==> config.mk <==
export PLATFORM = sky130hd
export DESIGN_NAME = mode_code_sequencer
export DESIGN_NICKNAME = d
export VERILOG_FILES = /design/src/rtl/mode_code_sequencer.sv
export SDC_FILE = /design/constraint.sdc
export NUM_CORES = 1
export LEC_CHECK = 0
export ABC_AREA = 1
export BUFFER_PORTS_ARGS = -buffer_cell sky130_fd_sc_hd__clkbuf_2
export CORE_ASPECT_RATIO = 1.75
export CORE_MARGIN = 5
export CORE_UTILIZATION = 60
export DETAILED_ROUTE_END_ITERATION = 12
export GPL_TIMING_DRIVEN = 0
export PLACE_DENSITY = 0.81
export SYNTH_ARGS = -nofsm -noshare
export SYNTH_HDL_FRONTEND = slang
export SYNTH_SLANG_ARGS = --single-unit
export TNS_END_PERCENT = 100
==> constraint.sdc <==
create_clock -name clk -period 3.8 [get_ports clk]
set_clock_uncertainty 0.1 [all_clocks]
set_input_delay 0.57 -clock clk [delete_from_list [all_inputs] [get_ports clk]]
set_output_delay 0.57 -clock clk [all_outputs]
set_load 0.05 [all_outputs]
==> src/rtl/mode_code_sequencer.sv <==
// Mode-code driven beat sequencer: direction, step and overflow handling
// come from a 3-bit mode code latched when a run is accepted.
module mode_code_sequencer #(
  parameter int WIDTH = 8
) (
  input  logic             clk,
  input  logic             reset,
  input  logic [2:0]       mode,
  input  logic             start,
  input  logic [WIDTH-1:0] len,
  output logic             busy,
  output logic             valid,
  output logic [WIDTH-1:0] count,
  output logic             done,
  output logic             sat
);

  typedef enum logic [1:0] {
    S_IDLE,
    S_RUN,
    S_DONE
  } state_t;

  localparam logic [WIDTH-1:0] ONE = {{(WIDTH-1){1'b0}}, 1'b1};
  localparam logic [WIDTH-1:0] MAXV = {WIDTH{1'b1}};

  state_t           state_q;
  logic [2:0]       mode_q;
  logic [WIDTH-1:0] len_q;
  logic [WIDTH-1:0] beat_q;
  logic [WIDTH-1:0] count_q;
  logic             busy_q;
  logic             valid_q;
  logic             done_q;
  logic             sat_q;

  logic [WIDTH:0]   step_w;
  logic [WIDTH:0]   ext_w;
  logic [WIDTH-1:0] next_d;
  logic             clip_d;
  logic             last_w;

  // One extra bit exposes carry (up) or borrow (down) of the step.
  always_comb begin
    step_w = mode_q[1] ? (WIDTH+1)'(2) : (WIDTH+1)'(1);
    ext_w  = '0;
    next_d = '0;
    clip_d = 1'b0;
    if (mode_q[2]) ext_w = {1'b0, count_q} + step_w;
    else           ext_w = {1'b0, count_q} - step_w;
    if (ext_w[WIDTH] && !mode_q[0]) begin
      next_d = mode_q[2] ? MAXV : '0;
      clip_d = 1'b1;
    end else begin
      next_d = ext_w[WIDTH-1:0];
    end
  end

  assign last_w = (beat_q == len_q - ONE);

  always_ff @(posedge clk or posedge reset) begin
    if (reset) begin
      state_q <= S_IDLE;
      mode_q  <= '0;
      len_q   <= '0;
      beat_q  <= '0;
      count_q <= '0;
      busy_q  <= 1'b0;
      valid_q <= 1'b0;
      done_q  <= 1'b0;
      sat_q   <= 1'b0;
    end else begin
      unique case (state_q)
        S_IDLE: begin
          valid_q <= 1'b0;
          done_q  <= 1'b0;
          busy_q  <= 1'b0;
          if (start) begin
            mode_q <= mode;
            len_q  <= len;
            sat_q  <= 1'b0;
            beat_q <= '0;
            busy_q <= 1'b1;
            if (len != '0) begin
              state_q <= S_RUN;
              valid_q <= 1'b1;
              count_q <= mode[2] ? '0 : MAXV;
            end else begin
              state_q <= S_DONE;
              done_q  <= 1'b1;
            end
          end
        end
        S_RUN: begin
          if (last_w) begin
            state_q <= S_DONE;
            valid_q <= 1'b0;
            done_q  <= 1'b1;
          end else begin
            beat_q  <= beat_q + ONE;
            count_q <= next_d;
            if (clip_d) sat_q <= 1'b1;
          end
        end
        S_DONE: begin
          state_q <= S_IDLE;
          done_q  <= 1'b0;
          busy_q  <= 1'b0;
        end
        default: state_q <= S_IDLE;
      endcase
    end
  end

  assign busy  = busy_q;
  assign valid = valid_q;
  assign count = count_q;
  assign done  = done_q;
  assign sat   = sat_q;

endmodule

Yosys cells after proc, flatten, opt, wreduce, memory -nomap -nowiden

Cells that the tools add are included.

Register bits after elaboration: 33
Logic and storage cells: 66

$add $sub $neg: 4
Multiplexer cells: 31
Reductions and logical operators: 14
Equal/unequal tests: 8

Operators by type and width:

| kind                                                                  | count |
|---|---|
| 8-bit two-way mux                                                     | 8 |
| 8-bit case mux with 2 select lines                                    | 2 |
| 1-bit two-way mux                                                     | 11 |
| 2-bit != test, second input constant                                  | 5 |
| 8-bit by 2-bit adder with 9-bit output                                | 1 |
| 9-bit two-way mux                                                     | 1 |
| 8-bit by 2-bit subtractor with 9-bit output                           | 1 |
| 8-bit by 1-bit adder with 8-bit output, second input constant         | 1 |
| 8-bit equality test                                                   | 1 |
| 2-bit two-way mux                                                     | 4 |
| 2-bit AND reduction                                                   | 4 |
| 4-bit AND reduction                                                   | 2 |
| 8-bit nonzero test                                                    | 1 |
| 8-bit by 1-bit subtractor with 8-bit output, second input constant    | 1 |
| 1-bit case mux with 2 select lines                                    | 3 |
| 2-bit case mux with 2 select lines                                    | 1 |
| 2-bit nonzero test                                                    | 2 |
| 1-bit case mux with 3 select lines                                    | 1 |
| 3-bit AND reduction                                                   | 1 |
| 3-bit nonzero test                                                    | 1 |
| 2-bit by 1-bit equality test with 1-bit output, second input constant | 1 |
| 2-bit equality test, second input constant                            | 1 |
| 2-bit zero test                                                       | 1 |
| 1-bit logical AND                                                     | 1 |
| 1-bit zero test                                                       | 1 |

Longest topological paths before layout

Gate-level depths: netlist (run 1).

Depth after elaboration: 8
Depth in mapped cells: 15

Least setup slack after synthesis (run 1)

OpenSTA, ideal clock, no wires.

Path type: flip-flop to flip-flop
Start point: register count_q[0], in the netlist count[0]
End point: register sat_q, in the netlist sat
Arrival time: 2.160 ns
Setup slack: 1.421 ns
Data required time: 3.581 ns
Library setup time: 0.119 ns
Cell stages (with the launch flop): 13
Cells stage by stage: dfrtp_1 -> ha_1 -> fa_1 -> nand3_1 -> nand2_1 -> nand2_1 -> nand2_1 -> nand2_1 -> nand3_2 -> o21ai_0 -> nand3_1 -> nand2_1 -> nand2_1

Word-level cells in the longest chain between the ends: 6

Ends and longest elaborated chain:

| what                                                                                                         | line   | RTL |
|---|---|---|
| start, declared                                                                                              | 31     | `logic [WIDTH-1:0] count_q;` |
| start signal, assigned                                                                                       | 87     | `count_q <= mode[2] ? '0 : MAXV;` |
| start signal, assigned                                                                                       | 101    | `count_q <= next_d;` |
| 8-bit by 2-bit subtractor with 9-bit output / 8-bit by 2-bit adder with 9-bit output (equally long branches) | 50, 49 |  |
| 9-bit two-way mux *                                                                                          | 49     | `if (mode_q[2]) ext_w = {1'b0, count_q} + step_w;` |
| 1-bit logical AND *                                                                                          | 51     | `if (ext_w[WIDTH] && !mode_q[0]) begin` |
| 1-bit two-way mux *                                                                                          | 51     |  |
| 2-bit != test (no source line) *                                                                             | n/a    |  |
| 4-bit AND reduction (no source line) *                                                                       | n/a    |  |
| end signal, assigned                                                                                         | 71     | `sat_q <= 1'b0;` |
| end signal, assigned                                                                                         | 81     | `sat_q <= 1'b0;` |
| end signal, assigned                                                                                         | 102    | `if (clip_d) sat_q <= 1'b1;` |
| end, declared                                                                                                | 35     | `logic sat_q;` |

Every way passes the cells marked *; elsewhere a longest branch is shown, timed or not.
A chain may end at the register's enable or synchronous reset.

Worst setup path after layout (run 1)

Start point: register mode_q[2]
End point: register sat_q, in the netlist sat

Word-level cells in the longest chain between the ends: 5

Ends and longest elaborated chain:

| what                                 | line | RTL |
|---|---|---|
| start, declared                      | 28   | `logic [2:0] mode_q;` |
| start signal, assigned               | 79   | `mode_q <= mode;` |
| 9-bit two-way mux                    | 49   |  |
| 1-bit logical AND                    | 51   |  |
| 1-bit two-way mux                    | 51   |  |
| 2-bit != test (no source line)       | n/a  |  |
| 4-bit AND reduction (no source line) | n/a  |  |

Every way passes these cells.

==> results of run 1 <==
layout make-up:
type	instances	area [um^2]	share of cell area (%)
Tap cell	48	60.1	2.24
Timing Repair Buffer	25	125	4.67
Clock buffer	7	86.3	3.22
Inverter	45	169	6.30
Multi-Input combinational cell	271	1380	51.3
Buffer	6	40.0	1.49
Sequential cell	33	826	30.8
cells in the mapped netlist, types with 3 or more instances:
| library cell | instances |
|---|---|
| xnor2_1 | 3 |
| nand3_1 | 23 |
| o21ai_0 | 18 |
| or2_2 | 3 |
| nand4_1 | 5 |
| xor2_1 | 6 |
| dfrtp_1 | 33 |
| clkbuf_1 | 4 |
| a21oi_1 | 9 |
| ha_1 | 14 |
| nand2_1 | 148 |
| nor2_2 | 3 |
| inv_1 | 45 |
| nand3b_1 | 3 |
| nor2_1 | 20 |
registers in the layout, summed over array words and instances, names as in the netlist:
register  flops
beat_q        8
count         8
len_q         8
mode_q        3
state_q       2
busy          1
done          1
sat           1
valid         1
logic make-up after synthesis:
kind of cell             count (synthesis)  share of synthesized area [%]
flip-flops                              33                           34.3
buffers and inverters                   51                           8.67
adder cells (fa/ha/maj)                 15                           8.10
AO/OA/AOI/OAI                           33                           7.37
AND/OR/NAND/NOR                        214                           38.3
XOR/XNOR                                 9                           3.27
per-stage QoR:
stage / instance area, um^2 / power [W]
2_1_floorplan: 2410 / 0.00200
3_3_place_gp: 2590 / 0.00233
3_5_place_dp: 2590 / 0.00239
4_1_cts: 2680 / 0.00267
5_1_grt: 2680 / 0.00295
6_report: 2680 / 0.00266
power by group through the flow:
| stage | Clock, W | Combinational [W] | Sequential, W |
|---|---|---|---|
| after detailed placement | 0 | 0.00176 | 0.000623 |
| after global placement | 0 | 0.00171 | 0.000616 |
| after global routing | 0.000293 | 0.00201 | 0.000639 |
| after floorplan | 0 | 0.00121 | 0.000790 |
| final | 0.000274 | 0.00177 | 0.000619 |
| after CTS | 0.000276 | 0.00178 | 0.000618 |
worst reg2reg max path, stage by stage (launching register included):
cell	delay (ns)
dfrtp_1	0.44
inv_1	0.25
ha_1	0.35
nand2_1	0.12
inv_1	0.04
a21oi_1	0.20
nand2_1	0.10
nand2_1	0.08
nand3_2	0.17
o21ai_0	0.31
nand3_1	0.12
nand2_1	0.08
nand2_1	0.05
path summary, 6_finish.rpt:
check | start | depth (start not counted) | endpoint | slack, ns
min in group clk | done | 2 | done | 0.39
max in group asynchronous | reset | 2 | state_q[1] | 2.86
max | mode_q[2] | 12 | sat | 1.29
min | reset | 2 | count[0] | 0.27
max reg2reg | mode_q[2] | 12 | sat | 1.29
min reg2reg | done | 2 | done | 0.39
layer usage:
layer | up-vias | global-route usage [%] | routed length [um] | part of all wire, %
met1 | 1085 | 23.4 | 2050 | 36
met5 | - | 0 | 0 | 0
met3 | 15 | 3.03 | 147 | 2.6
li1 | 1176 | - | - | -
met2 | 47 | 46.2 | 3330 | 58
met4 | 0 | 13.5 | 205 | 3.6
==> summary.txt, run 1 <==
Synth
  – Syn nets: 384
  – Synth top area share: 34.3%
  – Ys async rst share: 100%
  – Yosys top cell by area: dfrtp_1
  – Post-Syn Area per Cell: 6.79 um^2
  – Syn Inst Count: 355
  – Register area share after synthesis: 34.3%
  – Main flop type after synthesis: dfrtp_1
  – YS warnings: 0
  – Synthesized area: 2410 um^2
  – EDFF count, synth: 0
  – Area contributors post-synth: dfrtp_1 (34%), nand2_1 (23%), ha_1 (7.3%), inv_1 (7.0%), nand3_1 (4.8%)
  – Distinct cells, synth: 29
  – Yosys reg bits: 33

Detailed routing
  – WL/cell: 13.2 um
  – DR pass1 iterations: 5
  – Drt drc: 0
  – DR vias/cell: 5.34
  – Total wire length: 5.74 mm
  – DR vias: 2323
  – Routed Antenna Nets: 0
  – Initial DRC count: 59

Clock network
  – CTS Root Cell: clkbuf_8
  – TritonCTS clock tree: built
  – Clock latency on the worst-skew pair: 0.29 ns
  – Clk pin slew, worst setup/hold paths: 0.07 ns
  – TritonCTS buffer count: 5
  – H-Tree Depth: 2
  – Clk buf depth: 2
  – Clock sinks: 33
  – Cts repair resizes: 0
  – Post-CTS setup buffers: 0
  – Hold_buf cts: 0

Die
  – Initial Utilization: 61.7%
  – Core ar.: 3900 um^2
  – DIE AREA: 5430 um^2
  – I/O Pins: 26
  – Die Wd: 57.9 um
  – Die Height: 93.8 um
  – Row count: 30

Worst setup path
  – Critical Path RT: 3.88 ns
  – Family with the most delay on the worst path: simple AND/OR/NAND/NOR gates
  – CP Class: reg2reg
  – WP buf/inv: 2
  – CP peak stage delay: 0.44 ns
  – CP dominant cell by count: nand2_1
  – Critical path arrival: 2.59 ns
  – Critical Path Sink Type: register
  – CP Max Fanout: 9
  – Critical Path Start Type: register
  – Worst-path cell chain: inv_1 > ha_1 > nand2_1 > inv_1 > a21oi_1 > nand2_1 > nand2_1 > nand3_2 > o21ai_0 > nand3_1 > nand2_1 > nand2_1
  – Crit-path slowest cell: dfrtp_1

STA
  – RSZ-0062 raised after global routing: false
  – Worst-margin pin slew: 0.709 ns
  – Setup-failing EPs final: 0
  – Slew Limit Fails: 0
  – Hold Fails Final Rpt: 0
  – Setup ws final: 1.29 ns
  – Slew HR: 52.7%
  – FMAX: 0.398 GHz
  – Setup TNS Final: 0 ns
  – Final period utilization: 66.1%
  – Hold slack: 0.272 ns
  – Crit path time final: 2.51 ns

Pwr
  – Sw Pwr: 0.00144 W
  – Switching fraction of total power: 54.1%
  – Maximum vdd ir drop: 0.000500 V
  – Comb pwr share: 66.4%
  – Seq pwr share: 23.3%
  – Pwr per Cell Area: 992 nW/um^2
  – Internal cell power: 0.00122 W
  – Clock Power Share: 10.3%
  – LEAKAGE: 1.52 nW

Placement
  – DPL Wire Length: 4.48 mm
  – Placed insts: 428
  – IO buf count: 25
  – RD Place Congestion: 0.827
  – Pre-CTS WS: 1.33 ns

Cells and area
  – ANT cells: 0
  – Layout Area Growth over Synthesis: 11.3%
  – Layout cell share with drive strength beyond 1: 12.4%
  – Count of non-filler cells in the finished layout: 435
  – Final net count: 416
  – Fillers: 364
  – Fin util: 68.7%
  – Most common cell after layout, fill and taps aside: nand2_1
  – Most frequent cells in the layout: nand2_1 (148), inv_1 (44), dfrtp_1 (33)

Global routing
  – GRT overflow: 0
  – Vias in the first global route: 2341
  – Initial antenna violation count: 0
  – GR Util All Layers: 24.0%
  – First-pass GRT wire length: 10.1 mm
  – Largest net degree at the start of global routing: 34

Min path
  – Hold WC Path Type: in2async

Outcome
  – Run status: finished, final reports clean

Job
  – Max-Cap Viols: 0
(Power assumes the default switching activity.)
==> run 2, diff against run 1 <==
--- a/config.mk
+++ b/config.mk
@@ -9,10 +9,10 @@
 export BUFFER_PORTS_ARGS = -buffer_cell sky130_fd_sc_hd__clkbuf_2
 export CORE_ASPECT_RATIO = 1.75
 export CORE_MARGIN = 5
-export CORE_UTILIZATION = 60
+export CORE_UTILIZATION = 53
 export DETAILED_ROUTE_END_ITERATION = 12
 export GPL_TIMING_DRIVEN = 0
-export PLACE_DENSITY = 0.81
+export PLACE_DENSITY = 0.76
 export SYNTH_ARGS = -nofsm -noshare
 export SYNTH_HDL_FRONTEND = slang
 export SYNTH_SLANG_ARGS = --single-unit
==> constraint.sdc (replaced) <==
create_clock -name clk -period 2.07 [get_ports clk]
set_clock_uncertainty 0.1 [all_clocks]
set_input_delay 0.3105 -clock clk [delete_from_list [all_inputs] [get_ports clk]]
set_output_delay 0.3105 -clock clk [all_outputs]
set_load 0.05 [all_outputs]
==> run 2 against run 1 <==
Against the previous run: clock-buffer cell count is 1 higher; non-clock buffer count is 15 higher; global-route usage is 1.8 points lower; worst setup slack worse by 1.3 ns; die area is 11% higher; first-iteration DRC count is 61% higher; cell count is 4.6% higher; sequential share of layout area is 4.2 points lower; flip-flop and latch count stayed put; core utilization is 2.1 points higher; highest routed layer unchanged; design area is 16% higher.
==> summary.txt, run 2 (synthesized netlist as in run 1, its figures left out) <==
Outcome
  – Run status: finished, final reports clean

Worst setup path
  – Critical Path Sink Type: register
  – CP Max Fanout: 5 (-4)
  – Worst-path cell chain: ha_4 > fa_2 > nand3_2 > nand2_2 > nand2_4 > nand2_4 > nand2_4 > nand3_4 > nand2_1 > nand2_1 > nand2_1 > nand2_1 > nand2_1 > nand2_1
  – CP dominant cell by count: nand2_1
  – Critical path arrival: 2.15 ns (-0.44 ns)
  – CP Class: reg2reg
  – Crit-path slowest cell: dfrtp_2
  – WP buf/inv: 0 (-2)
  – CP peak stage delay: 0.43 ns (about the same)
  – Critical Path RT: 2.15 ns (-1.73 ns)
  – Critical Path Start Type: register
  – Family with the most delay on the worst path: simple AND/OR/NAND/NOR gates

Clock network
  – Clk buf depth: 2 (unchanged)
  – Clk pin slew, worst setup/hold paths: 0.07 ns (about the same)
  – CTS Root Cell: clkbuf_8
  – TritonCTS clock tree: built
  – Clock sinks: 33 (unchanged)
  – H-Tree Depth: 2 (unchanged)
  – TritonCTS buffer count: 5 (unchanged)
  – Clock latency on the worst-skew pair: 0.28 ns (about the same)

Min path
  – Hold WC Path Type: in2reg

Detailed routing
  – Initial DRC count: 95 (+61%)
  – DR vias: 2409 (+3.7%)
  – DR vias/cell: 5.29 (-0.86%)
  – DR pass1 iterations: 5 (unchanged)
  – Total wire length: 6.39 mm (+11%)
  – Routed Antenna Nets: 0 (unchanged)
  – WL/cell: 14.0 um (+6.5%)
  – Drt drc: 0 (unchanged)

STA
  – Setup TNS Final: 0 ns (unchanged)
  – RSZ-0062 raised after global routing: true
  – FMAX: 0.484 GHz (+22%)
  – Setup-failing EPs final: 0 (unchanged)
  – Final period utilization: 99.8% (+34 points)
  – Worst-margin pin slew: 0.658 ns (-0.0513 ns)
  – Hold slack: 0.175 ns (-0.0963 ns)
  – Slew HR: 55.9% (+3.2 points)
  – Crit path time final: 2.07 ns (-0.446 ns)
  – Slew Limit Fails: 0 (unchanged)
  – Hold Fails Final Rpt: 0 (unchanged)

Cells and area
  – Multi-input logic area: 1640 um^2 (+19%)
  – Fin util: 70.8% (+2.1 points)
  – Layout cell share with drive strength beyond 1: 25.5% (+13 points)
  – FF+latch area: 828 um^2 (+0.30%)
  – Most frequent cells in the layout: nand2_1 (136), inv_1 (39), dfrtp_1 (31)
  – Layout Area Growth over Synthesis: 29.4%
  – Fillers: 371 (+1.9%)
  – Final net count: 432 (+3.8%)
  – Most common cell after layout, fill and taps aside: nand2_1
  – ANT cells: 0 (unchanged)

Global routing
  – First-pass GRT wire length: 10.4 mm (+2.9%)
  – GR Util All Layers: 22.2% (-1.8 points)
  – Vias in the first global route: 2450 (+4.7%)
  – Initial antenna violation count: 0 (unchanged)
  – Largest net degree at the start of global routing: 34 (unchanged)
  – GRT overflow: 0 (unchanged)

Job
  – Max-Cap Viols: 0 (unchanged)

Placement
  – DPL Wire Length: 4.46 mm (-0.30%)
  – IO buf count: 25 (unchanged)
  – RD Place Congestion: 0.873 (+5.6%)

Die
  – Row count: 32 (+6.7%)
  – Core ar.: 4400 um^2 (+13%)
  – Initial Utilization: 54.7% (-7.0 points)
  – I/O Pins: 26 (unchanged)
  – Die Height: 99.2 um (+5.7%)
  – DIE AREA: 6050 um^2 (+11%)
  – Die Wd: 61.0 um (+5.3%)
## run 2: changes by cell type in the layout (fill, tap and decap cells not counted), sizes merged
cell / delta
buf: +13
dlygate4sd3: +1
clkinv: +2
clkbuf: +2
nand3: +1
inv: -2
## run 2: cell type report
| cell class | instances | share of cell area [%] |
|---|---|---|
| Clock buffer | 8 | 2.89 |
| Multi-Input combinational cell | 272 | 52.5 |
| Tap cell | 51 | 2.05 |
| Timing Repair Buffer | 40 | 9.03 |
| Inverter | 45 | 5.58 |
| Buffer | 6 | 1.36 |
| Sequential cell | 33 | 26.6 |
## run 2: path summary, 6_finish.rpt
check / start / slack [ns] / cells past startpoint / end
setup / recovery: count[0] / 0.005 / 14 / count[3]
hold / removal: mode[0] / 0.18 / 3 / mode_q[0]
setup reg to reg: count[0] / 0.005 / 14 / count[3]
hold reg to reg: sat / 0.38 / 2 / sat
max in group asynchronous: reset / 0.93 / 4 / mode_q[2]
min in group asynchronous: reset / 0.48 / 3 / mode_q[1]
## run 2: timing repair
action / 4_1_cts / 5_1_grt
pin swaps: 1 / 15
hold buffers: 0 / 1
hold endpoints to repair: 0 / 15
setup buffers: 6 / 6
endpoints found under the setup margin: 19 / 20
resized for setup: 16 / 40
cloned: 1 / 1
## run 2: worst reg2reg max path: cells and delay by family, from the launching register on
kind | cells | cell delay, ns
flops | 1 | 0.43
simple gates | 12 | 0.87
fa+ha+maj | 2 | 0.56
## run 2: metrics by stage
stage                     setup WS (ns)  cell area, um^2  std cells
final                           0.00492             3120        455
after global routing             -0.160             3120        455
after CTS                      -0.00113             2850        446
after detailed placement         -0.182             2630        431
after global placement           -0.196             2630        431
after floorplan                 0.00940             2440        355
## run 2: routing by layer
| metal | part of all wire, % | wire, um | GRT usage, % |
|---|---|---|---|
| met5 | 0 | 0 | 0 |
| met4 | 4.2 | 269 | 11.2 |
| met3 | 1.9 | 119 | 2.86 |
| met2 | 61 | 3880 | 43.0 |
| met1 | 33 | 2120 | 21.1 |
Power of run 2 is not shown: default switching activity piles up to over one toggle a cycle in this logic, so the estimate is an artifact.
